===== config.mk =====
export PLATFORM = sky130hd
export DESIGN_NAME = rr_select_encoder4_flat
export DESIGN_NICKNAME = d
export VERILOG_FILES = /design/src/rtl/rr_select_encoder4_if.sv /design/src/rtl/rr_select_encoder4.sv /design/src/flat_wrapper.sv
export SDC_FILE = /design/constraint.sdc
export NUM_CORES = 1
export LEC_CHECK = 0
export BUFFER_PORTS_ARGS = -buffer_cell sky130_fd_sc_hd__buf_2
export CORE_AREA = 2 2 39 41
export DETAILED_ROUTE_END_ITERATION = 12
export DIE_AREA = 0 0 41 43
export MAX_ROUTING_LAYER = met4
export PLACE_DENSITY = 0.65
export RECOVER_POWER = 50
export SLEW_MARGIN = 20
export SYNTH_ARGS = -nofsm -noshare
export SYNTH_HDL_FRONTEND = slang
export SYNTH_SLANG_ARGS = --single-unit

===== constraint.sdc =====
create_clock -name clk -period 2.9 [get_ports clk]
set_clock_uncertainty 0.1 [all_clocks]
set_input_delay 0.29 -clock clk [delete_from_list [all_inputs] [get_ports clk]]
set_output_delay 0.29 -clock clk [all_outputs]
set_load 0.02 [all_outputs]

===== src/rtl/rr_select_encoder4_if.sv =====
// Request/grant bundle between the requesters and the round-robin select encoder.
// The master modport belongs to the requesters; the slave modport belongs to the arbiter.
interface rr_select_encoder4_if #(
  parameter int CNT_W = 4
);
  logic [3:0]       req;
  logic [1:0]       grant_idx;
  logic             grant_en;
  logic [CNT_W-1:0] hold_cnt;

  modport master (
    output req,
    input  grant_idx,
    input  grant_en,
    input  hold_cnt
  );

  modport slave (
    input  req,
    output grant_idx,
    output grant_en,
    output hold_cnt
  );
endinterface


===== src/rtl/rr_select_encoder4.sv =====
// Round-robin arbiter over four requests. Its registered winner index and enable drive
// the select and enable inputs of a 2-to-4 decoder, with a per-grant hold limit.
module rr_select_encoder4 #(
  parameter int MAX_HOLD = 8,
  parameter int CNT_W    = 4
) (
  input  logic                 clk,
  input  logic                 rst_n,
  rr_select_encoder4_if.slave  bus
);
  localparam logic [0:0] ST_IDLE  = 1'b0;
  localparam logic [0:0] ST_GRANT = 1'b1;

  localparam bit               HOLD_LIMITED = (MAX_HOLD != 0);
  localparam logic [CNT_W-1:0] HOLD_LAST    = CNT_W'(HOLD_LIMITED ? MAX_HOLD - 1 : 0);
  localparam logic [CNT_W-1:0] HOLD_SAT     = {CNT_W{1'b1}};

  logic [0:0]       state_reg,     state_next;
  logic [1:0]       grant_idx_reg, grant_idx_next;
  logic [1:0]       ptr_reg,       ptr_next;
  logic [CNT_W-1:0] hold_cnt_reg,  hold_cnt_next;

  logic [1:0] scan_base;
  logic [3:0] req_rot;
  logic [1:0] win_offset;
  logic       win_found;
  logic [1:0] winner;
  logic       grant_release;

  // While granted, the search starts just past the current holder, which is exactly the
  // pointer value a release would store, so the releasing index always scans last.
  assign scan_base = (state_reg == ST_GRANT) ? grant_idx_reg + 2'd1 : ptr_reg;

  for (genvar gi = 0; gi < 4; gi++) begin : g_rot
    assign req_rot[gi] = bus.req[scan_base + 2'(gi)];
  end

  always_comb begin
    win_found  = 1'b1;
    win_offset = 2'd0;
    casez (req_rot)
      4'b???1: win_offset = 2'd0;
      4'b??10: win_offset = 2'd1;
      4'b?100: win_offset = 2'd2;
      4'b1000: win_offset = 2'd3;
      default: win_found  = 1'b0;
    endcase
  end

  assign winner = scan_base + win_offset;

  assign grant_release = !bus.req[grant_idx_reg] ||
                         (HOLD_LIMITED && (hold_cnt_reg == HOLD_LAST));

  always_comb begin
    state_next     = state_reg;
    grant_idx_next = grant_idx_reg;
    ptr_next       = ptr_reg;
    hold_cnt_next  = hold_cnt_reg;
    case (state_reg)
      ST_IDLE: begin
        if (win_found) begin
          state_next     = ST_GRANT;
          grant_idx_next = winner;
          hold_cnt_next  = '0;
        end
      end
      ST_GRANT: begin
        if (grant_release) begin
          ptr_next      = grant_idx_reg + 2'd1;
          hold_cnt_next = '0;
          if (win_found) begin
            grant_idx_next = winner;
          end else begin
            state_next = ST_IDLE;
          end
        end else if (hold_cnt_reg != HOLD_SAT) begin
          hold_cnt_next = hold_cnt_reg + 1'b1;
        end
      end
      default: begin
        state_next    = ST_IDLE;
        hold_cnt_next = '0;
      end
    endcase
  end

  always_ff @(posedge clk or negedge rst_n) begin
    if (!rst_n) begin
      state_reg     <= ST_IDLE;
      grant_idx_reg <= 2'd0;
      ptr_reg       <= 2'd0;
      hold_cnt_reg  <= '0;
    end else begin
      state_reg     <= state_next;
      grant_idx_reg <= grant_idx_next;
      ptr_reg       <= ptr_next;
      hold_cnt_reg  <= hold_cnt_next;
    end
  end

  assign bus.grant_en  = (state_reg == ST_GRANT);
  assign bus.grant_idx = grant_idx_reg;
  assign bus.hold_cnt  = hold_cnt_reg;
endmodule

===== src/flat_wrapper.sv =====
// flat-port wrapper written by rule: the top's interface ports become plain ports
module rr_select_encoder4_flat 
#(
  parameter int MAX_HOLD = 8,
  parameter int CNT_W    = 4
)
  (clk, rst_n, bus_req, bus_grant_idx, bus_grant_en, bus_hold_cnt);
  rr_select_encoder4_if #(.CNT_W(CNT_W)) bus_i ();
  input  logic clk;
  input  logic rst_n;
  input wire logic [$bits(bus_i.req)-1:0] bus_req;
  output wire logic [$bits(bus_i.grant_idx)-1:0] bus_grant_idx;
  output wire logic [$bits(bus_i.grant_en)-1:0] bus_grant_en;
  output wire logic [$bits(bus_i.hold_cnt)-1:0] bus_hold_cnt;
  assign bus_i.req = bus_req;
  assign bus_grant_idx = bus_i.grant_idx;
  assign bus_grant_en = bus_i.grant_en;
  assign bus_hold_cnt = bus_i.hold_cnt;
  rr_select_encoder4 #(.MAX_HOLD(MAX_HOLD), .CNT_W(CNT_W)) u_core (.clk(clk), .rst_n(rst_n), .bus(bus_i));
endmodule

Word level (Yosys, flattened, before mapping)
Cells that the tools add are included.

Bits in registers: 9. Input port bits: 6. Word-level logic and storage cells: 52.

Add/subtract/negate cells: 6. $lt $le $gt $ge: 5. Equal/unequal tests: 8. Muxes and demuxes: 23. Bitwise logic cells: 1. Reduce and logical (&&, ||, !) cells: 5.

Operators by type and width (count): 2-bit by 3-bit less-than comparator with 1-bit output (second input constant) (5); 4-bit two-way mux (3); 1-bit binary-select mux with 2-bit select (5); 1-bit two-way mux (8); 4-bit case mux with 2 select lines (1); 2-bit two-way mux (3); 2-bit case mux with 3 select lines (1); 2-bit by 1-bit adder with 2-bit output (second input constant) (2); 2-bit adder (second input constant) (2); 4-bit by 1-bit adder with 4-bit output (second input constant) (1); 4-bit by 3-bit equality test with 1-bit output (second input constant) (1); 4-bit equality test (second input constant) (1); 4-bit inequality test (second input constant) (1); 2-bit case mux with 2 select lines (1); 2-bit AND reduction (2); 4-bit OR reduction (1); 3-bit equality test (second input constant) (1); 3-bit inequality test (second input constant) (1); 2-bit adder (1); 2-bit equality test (second input constant) (1); 2-bit by 1-bit inequality test with 1-bit output (second input constant) (1); 2-bit inequality test (second input constant) (1); 1-bit case mux with 2 select lines (1); 1-bit zero test (1); other kinds (2) (2).

Longest topological paths before layout
Depth after elaboration: 11. Mapped depth: 6. Gate-level depth less buffers: 6.

Least setup slack after synthesis
OpenSTA, ideal clock, no wires.

Path kind: register to register. Start: reg u_core.grant_idx_reg[0] (netlist: u_core.bus.grant_idx[0]). End: reg u_core.ptr_reg[0]. Arrival time: 1615 ps. Data required time: 2672 ps. Setup slack: 1057 ps. Stages on the path, launching flop included: 5. Buffers on the path: 0. Period minus slack after synthesis: 1843 ps. Cells stage by stage: dfrtp_1 > mux4_2 > o21ai_0 > and2_1 > mux2_1.

Longest elaborated chain between the ends: 5. Elaborated cells on any way between the ends: 6.

RTL lines: start: declaration (line rr_select_encoder4.sv:19) `logic [1:0] grant_idx_reg, grant_idx_next;`; start signal: assignment (line rr_select_encoder4.sv:96) `grant_idx_reg <= grant_idx_next;`; 1-bit binary-select mux with 2-bit select (line rr_select_encoder4.sv:52) `assign grant_release = !bus.req[grant_idx_reg] ||`; 1-bit two-way mux (implied by the code) (line rr_select_encoder4.sv:52); 1-bit zero test (line rr_select_encoder4.sv:52); 1-bit logical OR (line rr_select_encoder4.sv:52); 2-bit AND reduction (no source line); end signal: assignment (line rr_select_encoder4.sv:97) `ptr_reg <= ptr_next;`; end: declaration (line rr_select_encoder4.sv:20) `logic [1:0] ptr_reg, ptr_next;`.

Parallel ways exist; a longest one is shown, timed or not. The select of a mux whose other input is x is not followed. A chain may end at the register's enable or synchronous reset.

Final worst setup path
Ends and elaborated chain as after synthesis.

==> reports/results.txt <==
run status: finished clean
clk buf depth: 2
largest net degree at the start of global routing: 10
period utilisation layout: 61.9%
Initial Utilization: 41.0%
HP Class: primary input to register
Inst Count DP: 87
FMAX: 0.557 GHz
via count: 507
Mapped Avg Cell Area: 9.47 um^2
Ys Warns: 0
largest cells by area after synthesis: dfrtp_1 (40%), o21ai_0 (5.3%), nand2_1 (5.3%), a21oi_1 (4.4%), mux4_2 (4.0%)
Pwr Total: 0.621 mW
DR pass1 iterations: 4
Mapped Cells: 60
root buf cell: clkbuf_4
crit path DAT: 1.83 ns
PortBufs: 12
drt total wl: 1150 um
initial antenna violation count: 0
I/O pin count: 13
Worst-path clk slew: 0.06 ns
Layout Area Growth over Synthesis: 17.2%
vias in the first global route: 440
sequential share of the synthesized area: 39.6%
Final setup viols: 0
worst slew pin tran: 0.485 ns
Rows: 14
maximum vdd drop: 0.358 mV
Seq cells post-synth: 9
top cells by count, synth: dfrtp_1 (9), nand2_1 (8), o21ai_0 (6), a21oi_1 (5)
WP data required: 2.94 ns
# DRC: 0
reg2reg setup slack: 1.10 ns
Post-DP Area: 637 um^2
EDFF count, synth: 0
most frequent cell after synthesis: dfrtp_1
number of buffers created by CTS: 3
Tot GR Track Use: 16.7%
MaxCap Viol Count: 0
LEAKAGE: 0.291 nW
clock sinks: 9
Top FF cell, synth: dfrtp_1
die height: 43 um
Post-DP HPWL: 911 um
Setup Buffers After CTS: 0
Max FO, Critical Path: 5
worst-skew pair later-pin latency: 0.25 ns
post-synthesis cell type count: 26
WL/cell: 12.4 um
first-pass GRT wire length: 1910 um
synthesized net count: 67
hold_ws: 0.231 ns
core area: 0.00138 mm^2
Die ar.: 0.00176 mm^2
Vias/cell: 5.51
RSZ-0062 raised after global routing: false
nets@finish: 84
Crit. End Element: register
1st-iter DRT viols: 10
power density over cell area: 933 mW/mm^2
final non-filler cell total: 92
CP Launch Type: register
Die Width: 41 um
H-tree Lvls: 1
CTS tree: yes
RePlAce Congestion: 0.737
critical path class: register to register
fraction of registers with async set/reset: 100%
Design Area, Final: 666 um^2
Rel. slew slack: 67.7%
Cell Area, Synth: 568 um^2
Yosys top cell area share: 39.6%
max-slew violations: 0
total grt overflow: 0
ANT cells: 0
DRT antenna net count: 0
share of cells above drive strength 1: 19.7%
Setup TNS Final: 0 ns
dominant cell type by area after synthesis: dfrtp_1
max FFs per register: 4
Final Hold Vio Count: 0
min cycle time layout: 1.80 ns
## routing by layer
layer	routed length, um	vias up	global-route usage [%]
met3	48	2	4.71
met1	553	237	20.5
met5	0	-	-
met2	520	12	23.4
met4	22	0	10.0
li1	-	256	-
## per-stage QoR
stage | setup WS [ns] | utilization [%]
after detailed placement | 1.10 | 46.0
after floorplan | 1.06 | -
after global routing | 0.958 | 48.1
after CTS | 1.10 | 48.6
after global placement | 1.14 | 46.0
final | 1.10 | 48.1
## final cells by class
cell class              instances  area, um^2
flip-flops and latches          9         225
fillers                       144         718
multi-input cells              47         317
repair buffers                 13        66.3
well taps                      16        20.0
inverters                       3        11.3
clock buffers                   4        26.3
## repair_timing
item | 4_1_cts | 5_1_grt
endpoints found under the hold margin | 9 | 0
hold buffers | 1 | 0
endpoints found under the setup margin | 0 | 0
gates resized for setup | 0 | 0
## cells in the final DEF, fill, tap and decap left out, types with 3 or more instances in the layout
master,count
a21oi_1,5
o31ai_1,3
clkbuf_4,3
buf_2,9
nand2_1,8
inv_1,3
dfrtp_1,9
o21ai_0,6
clkbuf_1,4
nor2_1,3
## worst max-delay path, stage by stage, from the launching register on
cell and delay [ns]:
dfrtp_1 0.43, mux4_2 0.55, o21ai_0 0.09, and2_1 0.18, mux2_1 0.33
## path summary, 6_finish.rpt
check / from / endpoint / depth (start not counted)
worst min register to register: u_core.ptr_reg[0] / u_core.ptr_reg[0] / 1
worst max-delay path: u_core.bus.grant_idx[0] / u_core.ptr_reg[0] / 4
worst min-delay path: bus_req[3] / u_core.bus.grant_en / 2
max in group asynchronous: rst_n / u_core.bus.grant_idx[1] / 2
worst max register to register: u_core.bus.grant_idx[0] / u_core.ptr_reg[0] / 4
min in group asynchronous: rst_n / u_core.bus.hold_cnt[2] / 2
## cell families after synthesis
logic type	share of synthesized area [%]
AOI/OAI and AO/OA	23.1
xor gates and xnor gates	1.54
adders and majority gates	3.96
buffers and inverters	3.96
DFF	39.6
muxes	9.47
and+or+nand+nor	18.3
## power by group
part	internal, mW	leakage (nW)	switching, mW	total (mW)
sequential	0.170	0.109	0.0504	0.220
combinational	0.134	0.167	0.171	0.305
clock	0.0530	0.0150	0.0426	0.0955
Note: power is estimated with default switching activity, not from simulation.
